==> src/rtl/core_pkg.sv <==
// Shared types and constants for the core's pipeline control logic.
package core_pkg;

  typedef enum logic [1:0] {
    FWD_REG = 2'b00,
    FWD_WB  = 2'b01,
    FWD_MEM = 2'b10
  } fwd_sel_t;

  typedef enum logic {
    HZ_RUN   = 1'b0,
    HZ_MULTI = 1'b1
  } hz_state_t;

  localparam int REG_X0 = 0;

  // Wide enough for MC_LATENCY-2 at the maximum legal latency of 16.
  localparam int MC_CNT_WIDTH = 4;

endpackage

==> src/rtl/sat_counter.sv <==
// Up-counter that sticks at all-ones, with a synchronous active-low clear.
module sat_counter #(
  parameter int WIDTH = 32
) (
  input  logic             clk,
  input  logic             rst_n,
  input  logic             en,
  output logic [WIDTH-1:0] count
);

  always_ff @(posedge clk) begin
    if (!rst_n) begin
      count <= '0;
    end else if (en && (count != {WIDTH{1'b1}})) begin
      count <= count + 1'b1;
    end
  end

endmodule

==> src/rtl/hazard_ctrl.sv <==
// Execute-stage hazard control: operand forwarding, load-use stall,
// branch flush, multi-cycle EX stall sequencing and stall/flush counters.
module hazard_ctrl
  import core_pkg::*;
#(
  parameter int REG_ADDR_WIDTH = 5,
  parameter int MC_LATENCY     = 4,
  parameter int CNT_WIDTH      = 32
) (
  input  logic                      clk,
  input  logic                      rst_n,
  input  logic [REG_ADDR_WIDTH-1:0] Rs1D,
  input  logic [REG_ADDR_WIDTH-1:0] Rs2D,
  input  logic [REG_ADDR_WIDTH-1:0] Rs1E,
  input  logic [REG_ADDR_WIDTH-1:0] Rs2E,
  input  logic [REG_ADDR_WIDTH-1:0] RdE,
  input  logic                      LoadE,
  input  logic                      MultiCycleE,
  input  logic                      PCSrcE,
  input  logic [REG_ADDR_WIDTH-1:0] RdM,
  input  logic                      RegWriteM,
  input  logic [REG_ADDR_WIDTH-1:0] RdW,
  input  logic                      RegWriteW,
  output logic [1:0]                ForwardAE,
  output logic [1:0]                ForwardBE,
  output logic                      StallF,
  output logic                      StallD,
  output logic                      StallE,
  output logic                      FlushD,
  output logic                      FlushE,
  output logic                      FlushM,
  output logic                      McDoneE,
  output logic [CNT_WIDTH-1:0]      StallCount,
  output logic [CNT_WIDTH-1:0]      FlushCount,
  output hz_state_t                 dbg_state
);

  localparam logic [REG_ADDR_WIDTH-1:0] X0 = REG_ADDR_WIDTH'(REG_X0);
  localparam logic [MC_CNT_WIDTH-1:0] MC_INIT =
    MC_CNT_WIDTH'((MC_LATENCY > 1) ? (MC_LATENCY - 2) : 0);

  hz_state_t               state_q, state_d;
  logic [MC_CNT_WIDTH-1:0] cnt_q, cnt_d;
  logic                    mc_stall, mc_done, lw_stall, br_flush;
  fwd_sel_t                fwd_a, fwd_b;

  assign dbg_state = state_q;

  always_ff @(posedge clk) begin
    if (!rst_n) begin
      state_q <= HZ_RUN;
      cnt_q   <= '0;
    end else begin
      state_q <= state_d;
      cnt_q   <= cnt_d;
    end
  end

  // The triggering RUN cycle is the first stall, so MULTI only counts the
  // remaining MC_LATENCY-2 stalls before the done cycle.
  always_comb begin
    state_d  = state_q;
    cnt_d    = cnt_q;
    mc_stall = 1'b0;
    mc_done  = 1'b0;
    case (state_q)
      HZ_RUN: begin
        if (MultiCycleE) begin
          if (MC_LATENCY > 1) begin
            mc_stall = 1'b1;
            cnt_d    = MC_INIT;
            state_d  = HZ_MULTI;
          end else begin
            mc_done = 1'b1;
          end
        end
      end
      HZ_MULTI: begin
        if (cnt_q != '0) begin
          mc_stall = 1'b1;
          cnt_d    = cnt_q - 1'b1;
        end else begin
          mc_done = 1'b1;
          state_d = HZ_RUN;
        end
      end
      default: state_d = HZ_RUN;
    endcase
  end

  always_comb begin
    fwd_a = FWD_REG;
    fwd_b = FWD_REG;
    if (RegWriteM && (RdM != X0) && (RdM == Rs1E))      fwd_a = FWD_MEM;
    else if (RegWriteW && (RdW != X0) && (RdW == Rs1E)) fwd_a = FWD_WB;
    if (RegWriteM && (RdM != X0) && (RdM == Rs2E))      fwd_b = FWD_MEM;
    else if (RegWriteW && (RdW != X0) && (RdW == Rs2E)) fwd_b = FWD_WB;
  end

  assign lw_stall = LoadE && (RdE != X0) && ((RdE == Rs1D) || (RdE == Rs2D));
  assign br_flush = PCSrcE && !mc_stall;

  // While in reset the pipeline registers are all bubbled and nothing stalls.
  always_comb begin
    ForwardAE = FWD_REG;
    ForwardBE = FWD_REG;
    StallF    = 1'b0;
    StallD    = 1'b0;
    StallE    = 1'b0;
    FlushD    = 1'b1;
    FlushE    = 1'b1;
    FlushM    = 1'b1;
    McDoneE   = 1'b0;
    if (rst_n) begin
      ForwardAE = fwd_a;
      ForwardBE = fwd_b;
      StallF    = lw_stall || mc_stall;
      StallD    = lw_stall || mc_stall;
      StallE    = mc_stall;
      FlushD    = br_flush;
      FlushE    = !mc_stall && (lw_stall || PCSrcE);
      FlushM    = mc_stall;
      McDoneE   = mc_done;
    end
  end

  sat_counter #(.WIDTH(CNT_WIDTH)) u_stall_cnt (
    .clk   (clk),
    .rst_n (rst_n),
    .en    (StallF),
    .count (StallCount)
  );

  sat_counter #(.WIDTH(CNT_WIDTH)) u_flush_cnt (
    .clk   (clk),
    .rst_n (rst_n),
    .en    (FlushD),
    .count (FlushCount)
  );

endmodule
==> config.mk <==
export PLATFORM = sky130hd
export DESIGN_NAME = hazard_ctrl
export DESIGN_NICKNAME = d
export VERILOG_FILES = /design/src/rtl/core_pkg.sv /design/src/rtl/sat_counter.sv /design/src/rtl/hazard_ctrl.sv
export SDC_FILE = /design/constraint.sdc
export NUM_CORES = 1
export LEC_CHECK = 0
export CAP_MARGIN = 20
export CORE_UTILIZATION = 25
export DETAILED_ROUTE_END_ITERATION = 6
export SETUP_SLACK_MARGIN = 0.3
export SLEW_MARGIN = 20
export SYNTH_ARGS = -nofsm -noshare
export SYNTH_HDL_FRONTEND = slang
export SYNTH_HIERARCHICAL = 1
export SYNTH_SLANG_ARGS = --single-unit
==> constraint.sdc <==
create_clock -name clk -period 3.9 [get_ports clk]
set_input_delay 0.78 -clock clk [delete_from_list [all_inputs] [get_ports clk]]
set_output_delay 0.78 -clock clk [all_outputs]
set_load 0.02 [all_outputs]
-- Word level (Yosys, flattened, before mapping)
Cells that the tools add are included.
- word-level logic and storage cells: 59
- output and inout port bits: 76
- bits in registers: 69
- input port bits: 42
- $add $sub $neg: 3
- muxes and demuxes: 20
- equality and inequality tests: 10
- bitwise logic cells: 1
- reductions and logical operators: 21
- operators with widths (cell ; number):
    $add 32x1->32 const B ; 2
    $ne 32x32->1 const B ; 2
    $eq 5x5->1 ; 6
    $reduce_bool 5->1 ; 3
    $logic_and 1x1->1 ; 12
    $mux 1 ; 11
    $mux 2 ; 4
    $mux 4 ; 2
    $pmux 4 s2 ; 1
    $pmux 1 s2 ; 2
    $reduce_bool 4->1 ; 1
    $sub 4x1->4 const B ; 1
    $logic_or 1x1->1 ; 3
    $ne 2x1->1 const B ; 1
    $ne 2x2->1 const B ; 1
    $reduce_and 2->1 ; 1
    $logic_not 1->1 ; 1
    $not 1->1 ; 1

-- Logic depth before layout (Yosys ltp)
- depth in word-level cells: 7
- depth in mapped cells: 12
- mapped depth without buffers: 11

-- Modules after synthesis
The synthesis kept the hierarchy.
- modules (own cells, without submodules) (module ; instances ; area each (µm²) ; cells an instance ; seq. area each (µm²)):
    sat_counter ; 2 ; 1704.1 ; 200 ; 640.6
    hazard_ctrl ; 1 ; 710.7 ; 90 ; 100.1

-- Worst setup path before layout
Ideal clock, no wire load.
- path kind: input -> register
- start point: input RdE[3]
- end point: register u_stall_cnt.count[31]
- buffers on the path: 0
- required time: 3.830 ns
- data arrival time: 3.807 ns
- stages: 9
- slack: 0.023 ns
- setup time: 0.070 ns
- cell sequence: xor2_1 nor3_1 a22oi_1 o31ai_1 nand4_1 or4_4 or3_1 or4_1 a21oi_1
- cells in the longest elaborated chain, start to end: 6
- elaborated cells between the ends (all ways): 9
- those cells by class: 2 x eq/ne; 1 x mux; 6 x reduce/logical
- RTL lines (element ; line ; source):
    start, declared ; hazard_ctrl.sv:16 ; input logic [REG_ADDR_WIDTH-1:0] RdE,
    $eq 5x5->1 or $reduce_bool 5->1 (tied branches) ; hazard_ctrl.sv:100 ; assign lw_stall = LoadE && (RdE != X0) && ((RdE == Rs1D) || (RdE == Rs2D));
    $logic_or 1x1->1 or $logic_and 1x1->1 (tied branches) ; hazard_ctrl.sv:100 ;
    $logic_and 1x1->1 (*) ; hazard_ctrl.sv:100 ;
    $logic_or 1x1->1 (*) ; - ;
    $mux 1 (*) ; - ;
    named net StallD ; hazard_ctrl.sv:27 ; output logic StallD,
    $logic_and 1x1->1 (*) ; sat_counter.sv:14 ; end else if (en && (count != {WIDTH{1'b1}})) begin
    end signal, assigned ; sat_counter.sv:15 ; count <= count + 1'b1;
    end, declared ; sat_counter.sv:8 ; output logic [WIDTH-1:0] count
Mark *: on every way through the listed nets, which the timed path passes. The rest lies on a longest branch.
A chain may end at the register's enable or synchronous reset.

-- Worst setup path after layout
- start point: input RdM[1]
- end point: output ForwardAE[1]
- cells in the longest elaborated chain, start to end: 5
- elaborated cells between the ends (all ways): 6
- those cells by class: 1 x eq/ne; 2 x mux; 3 x reduce/logical
- RTL lines (element ; line ; source):
    start, declared ; hazard_ctrl.sv:20 ; input logic [REG_ADDR_WIDTH-1:0] RdM,
    $reduce_bool 5->1 ; hazard_ctrl.sv:94 ; if (RegWriteM && (RdM != X0) && (RdM == Rs1E)) fwd_a = FWD_MEM;
    $logic_and 1x1->1 ; hazard_ctrl.sv:94 ;
    $logic_and 1x1->1 (*) ; hazard_ctrl.sv:94 ;
    $mux 2 (*) ; hazard_ctrl.sv:94 ;
    $mux 2 (*) ; hazard_ctrl.sv:114 ; if (rst_n) begin
    end, declared ; hazard_ctrl.sv:24 ; output logic [1:0] ForwardAE,
Mark *: on every way between the ends. The rest lies on a longest branch, timed or not.

==> results.md <==
* Root buf cell: clkbuf_16
* Die W at about 130 um
* Number of synthesized flops with an enable pin at 0
* Cell Pwr Density at roughly 310 mW/mm2
* Hold Vio Cnt, Final at 0
* Synth Warn # at 6
* Largest net degree at the start of global routing at 29
* RD Place Congestion at slightly above 0.8
* Port Buffers at 117
* Number of fill cells at about 1,700
* Final setup margin at about 0.33 ns
* Total Routing Usage GR at 0.1484
* CP endpoint kind: primary output
* Slew Limit Headroom at 0.4634
* Reg2Reg Depth at 11
* Reg2reg start: cnt_q[0]
* First-pass DRT Iterations at 4
* Global route overflow at 0
* Final Cycle Share at 0.9161
* Final HPWL DP at a little over 9000 um
* CTS Buf Count at 9
* Initial antenna violation count at 0
* CTS Hold Bufs at 0
* Worst vdd ir at 191.0 uV
* Status: complete, no violations
* Seq cells post-synth at 69
* Count of nets after finishing at 650
* Critical Path Start Type: primary input
* Main synth FF type: dfxtp_1
* Minimum clock period at between 3 and 4 ns
* Worst setup path endpoint: ForwardAE[1]
* Clk_skew at around 0.010 ns
* Avg Cell Area, Syn at ~8.4 um2
* Starting Density at 0.2574
* Crit path DAT at about 2.8 ns
* 1st-iter DRT viols at about 160
* Global-route wire length before repair at 19,950 um
* Final total power at between 1.5 and 2 mW
* Syn Inst Count at between 400 and 500
* Boundary Pins at between 100 and 150
* Vias/cell at 5.143
* CP Class: in2out
* FF-to-FF setup slack at between 0.7 and 0.8 ns
* Most frequent cells in the layout: 108 x clkdlybuf4s50_1, 69 x dfxtp_1, 37 x nand2_1
* CTS tree: built
* Req. time, crit path at about 3.1 ns
* Area of the core at 0.01600 mm2
* Commonest non-fill, non-tap cell in the layout: clkdlybuf4s50_1
* Setup slack at placement at 0.09354 ns
* Final WL at 12,430 um
* DRC violations left at 0
* Area after DPL at 0.005550 mm2
* Die area at roughly 0.017 mm2
* Max Fanout on Critical Path at 3
* Clock tree sinks at roughly 70
* Seq/Total Area, Yosys at 0.3354
* Slew Limit Fails at 0
* Mapped Nets at 536
* Number of global-route vias before repair at between 4,000 and 5,000
* Die Y at around 130 um
* Layout cells sized above 1 at 0.08867
* Worst Hold Slack at approximately 0.48 ns
* Mapped cell area at 0.004119 mm2
* Worst-case clock buffer depth at 2
* Clock Latency Late Sink at 0.34 ns
* Wire length per cell at 15.07 um
* Reg-to-reg critical path endpoint: u_stall_cnt/count[31]
* Final setup fails at 0
* Fmax at 279.9 MHz
* Post-route ant nets at 0
* Final instance area at 0.005894 mm2
* # Max-Cap Violations at 0
* # rows at 46
* Antenna diode count at 0
* CP startpoint: RdM[1]
* Synth-to-Final Area Change at 43.10%
* Ys async rst share at 0
* Reg clk slew, reported paths at ~0.060 ns
* Synth cell types at 46
* Hold WC Path Type: reg2reg
* RSZ-0062 raised after global routing: true
* Vias at about 4,200
* H-tree Lvls at 3
* Setup TNS at 0 ns
* Worst slew pin tran at ~0.80 ns
* LEAKAGE at ~1.9 nW
[cells in the mapped netlist (3+ instances only)]
cell | number | area [um2]
buf_2 | 3 | 15.01
o311ai_0 | 5 | 43.79
nor2_1 | 26 | 97.59
xnor2_1 | 16 | 140.1
buf_4 | 3 | 22.52
clkbuf_1 | 20 | 75.07
and3_1 | 6 | 37.54
inv_1 | 11 | 41.29
nand4_1 | 18 | 112.6
or3_1 | 11 | 68.82
and2_1 | 4 | 25.02
o41ai_1 | 6 | 52.55
o21ai_0 | 8 | 40.04
nor3_1 | 9 | 45.04
xor2_1 | 26 | 227.7
nand3_2 | 4 | 40.04
dfxtp_1 | 69 | 1381
or4_4 | 4 | 45.04
nor4_1 | 14 | 87.58
ha_1 | 4 | 50.05
o31ai_1 | 23 | 172.7
nand3_1 | 27 | 135.1
or4_1 | 27 | 202.7
o211ai_1 | 5 | 37.54
and4_1 | 13 | 113.9
a21oi_1 | 31 | 155.2
mux2i_1 | 14 | 140.1
nand2b_1 | 18 | 112.6
nand2_1 | 37 | 138.9
[report_power, final]
group	internal, mW	switching (mW)	total, mW
combinational	0.110	0.115	0.225
sequential	0.718	0.0158	0.734
clock	0.576	0.321	0.897
[layer usage]
layer | wire, um | share of wire | track usage
met1 | 5532 | 0.44 | 0.1873
met2 | 6009 | 0.48 | 0.2475
met3 | 718 | 0.058 | 0.03034
met4 | 172 | 0.014 | 0.05747
met5 | 0 | 0 | 0
[state kept, by name, summed over array words and instances, names as in the netlist]
| name | flops |
|---|---|
| cnt_q | 4 |
| dbg_state | 1 |
| u_flush_cnt/count | 32 |
| u_stall_cnt/count | 32 |
[worst min-delay path by stage]
stage / from / to / slack (ns) / cells past startpoint
6_report: cnt_q[0] / cnt_q[0] / 0.48 / 2
5_1_grt: u_stall_cnt/count[31] / u_stall_cnt/count[31] / 0.53 / 2
4_1_cts: cnt_q[0] / cnt_q[0] / 0.48 / 2
3_5_place_dp: cnt_q[0] / cnt_q[0] / 0.47 / 2
3_3_place_gp: cnt_q[0] / cnt_q[0] / 0.46 / 2
2_1_floorplan: cnt_q[0] / cnt_q[0] / 0.44 / 2
[through the flow]
stage / util / instances
finish: 0.3684 / 825
global route: 0.3684 / 825
CTS: 0.3672 / 825
detailed placement: 0.3469 / 809
global placement: 0.3469 / 809
floorplan: - / 490
[repair_timing]
item	in CTS	in global routing
setup buffers	0	0
resized for setup	8	5
pin swaps	0	2
setup endpoints to repair	6	4
[area by class of cell]
cell class                      count  area [um2]  area share
Clock inverter                      6       86.33     0.01465
Timing Repair Buffer              129        1257      0.2133
Sequential cell                    69        1381      0.2343
Tap cell                          216       270.3     0.04585
Inverter                           11       41.29    0.007005
Clock buffer                       10       239.0     0.04054
Multi-Input combinational cell    384        2619      0.4443
[critical path: stages]
cell and delay, ns:
clkdlybuf4s50_1 0.46, or4_1 0.55, o21ai_2 0.19, nor4_2 0.08, and2_2 0.19, clkdlybuf4s50_1 0.54
[cell families (layout without fill, tap and decap cells)]
group                      after synthesis  count (layout)  share of synthesized area
adders and majority gates                4               4                    0.01215
AOI/OAI and AO/OA                       97              97                     0.1637
and+or+nand+nor                        227             227                     0.3281
DFF                                     69              69                     0.3354
xor gates and xnor gates                42              42                    0.08931
muxes                                   14              14                    0.03402
buffers and inverters                   37             156                    0.03736
Note: power is estimated with default switching activity, not from simulation.
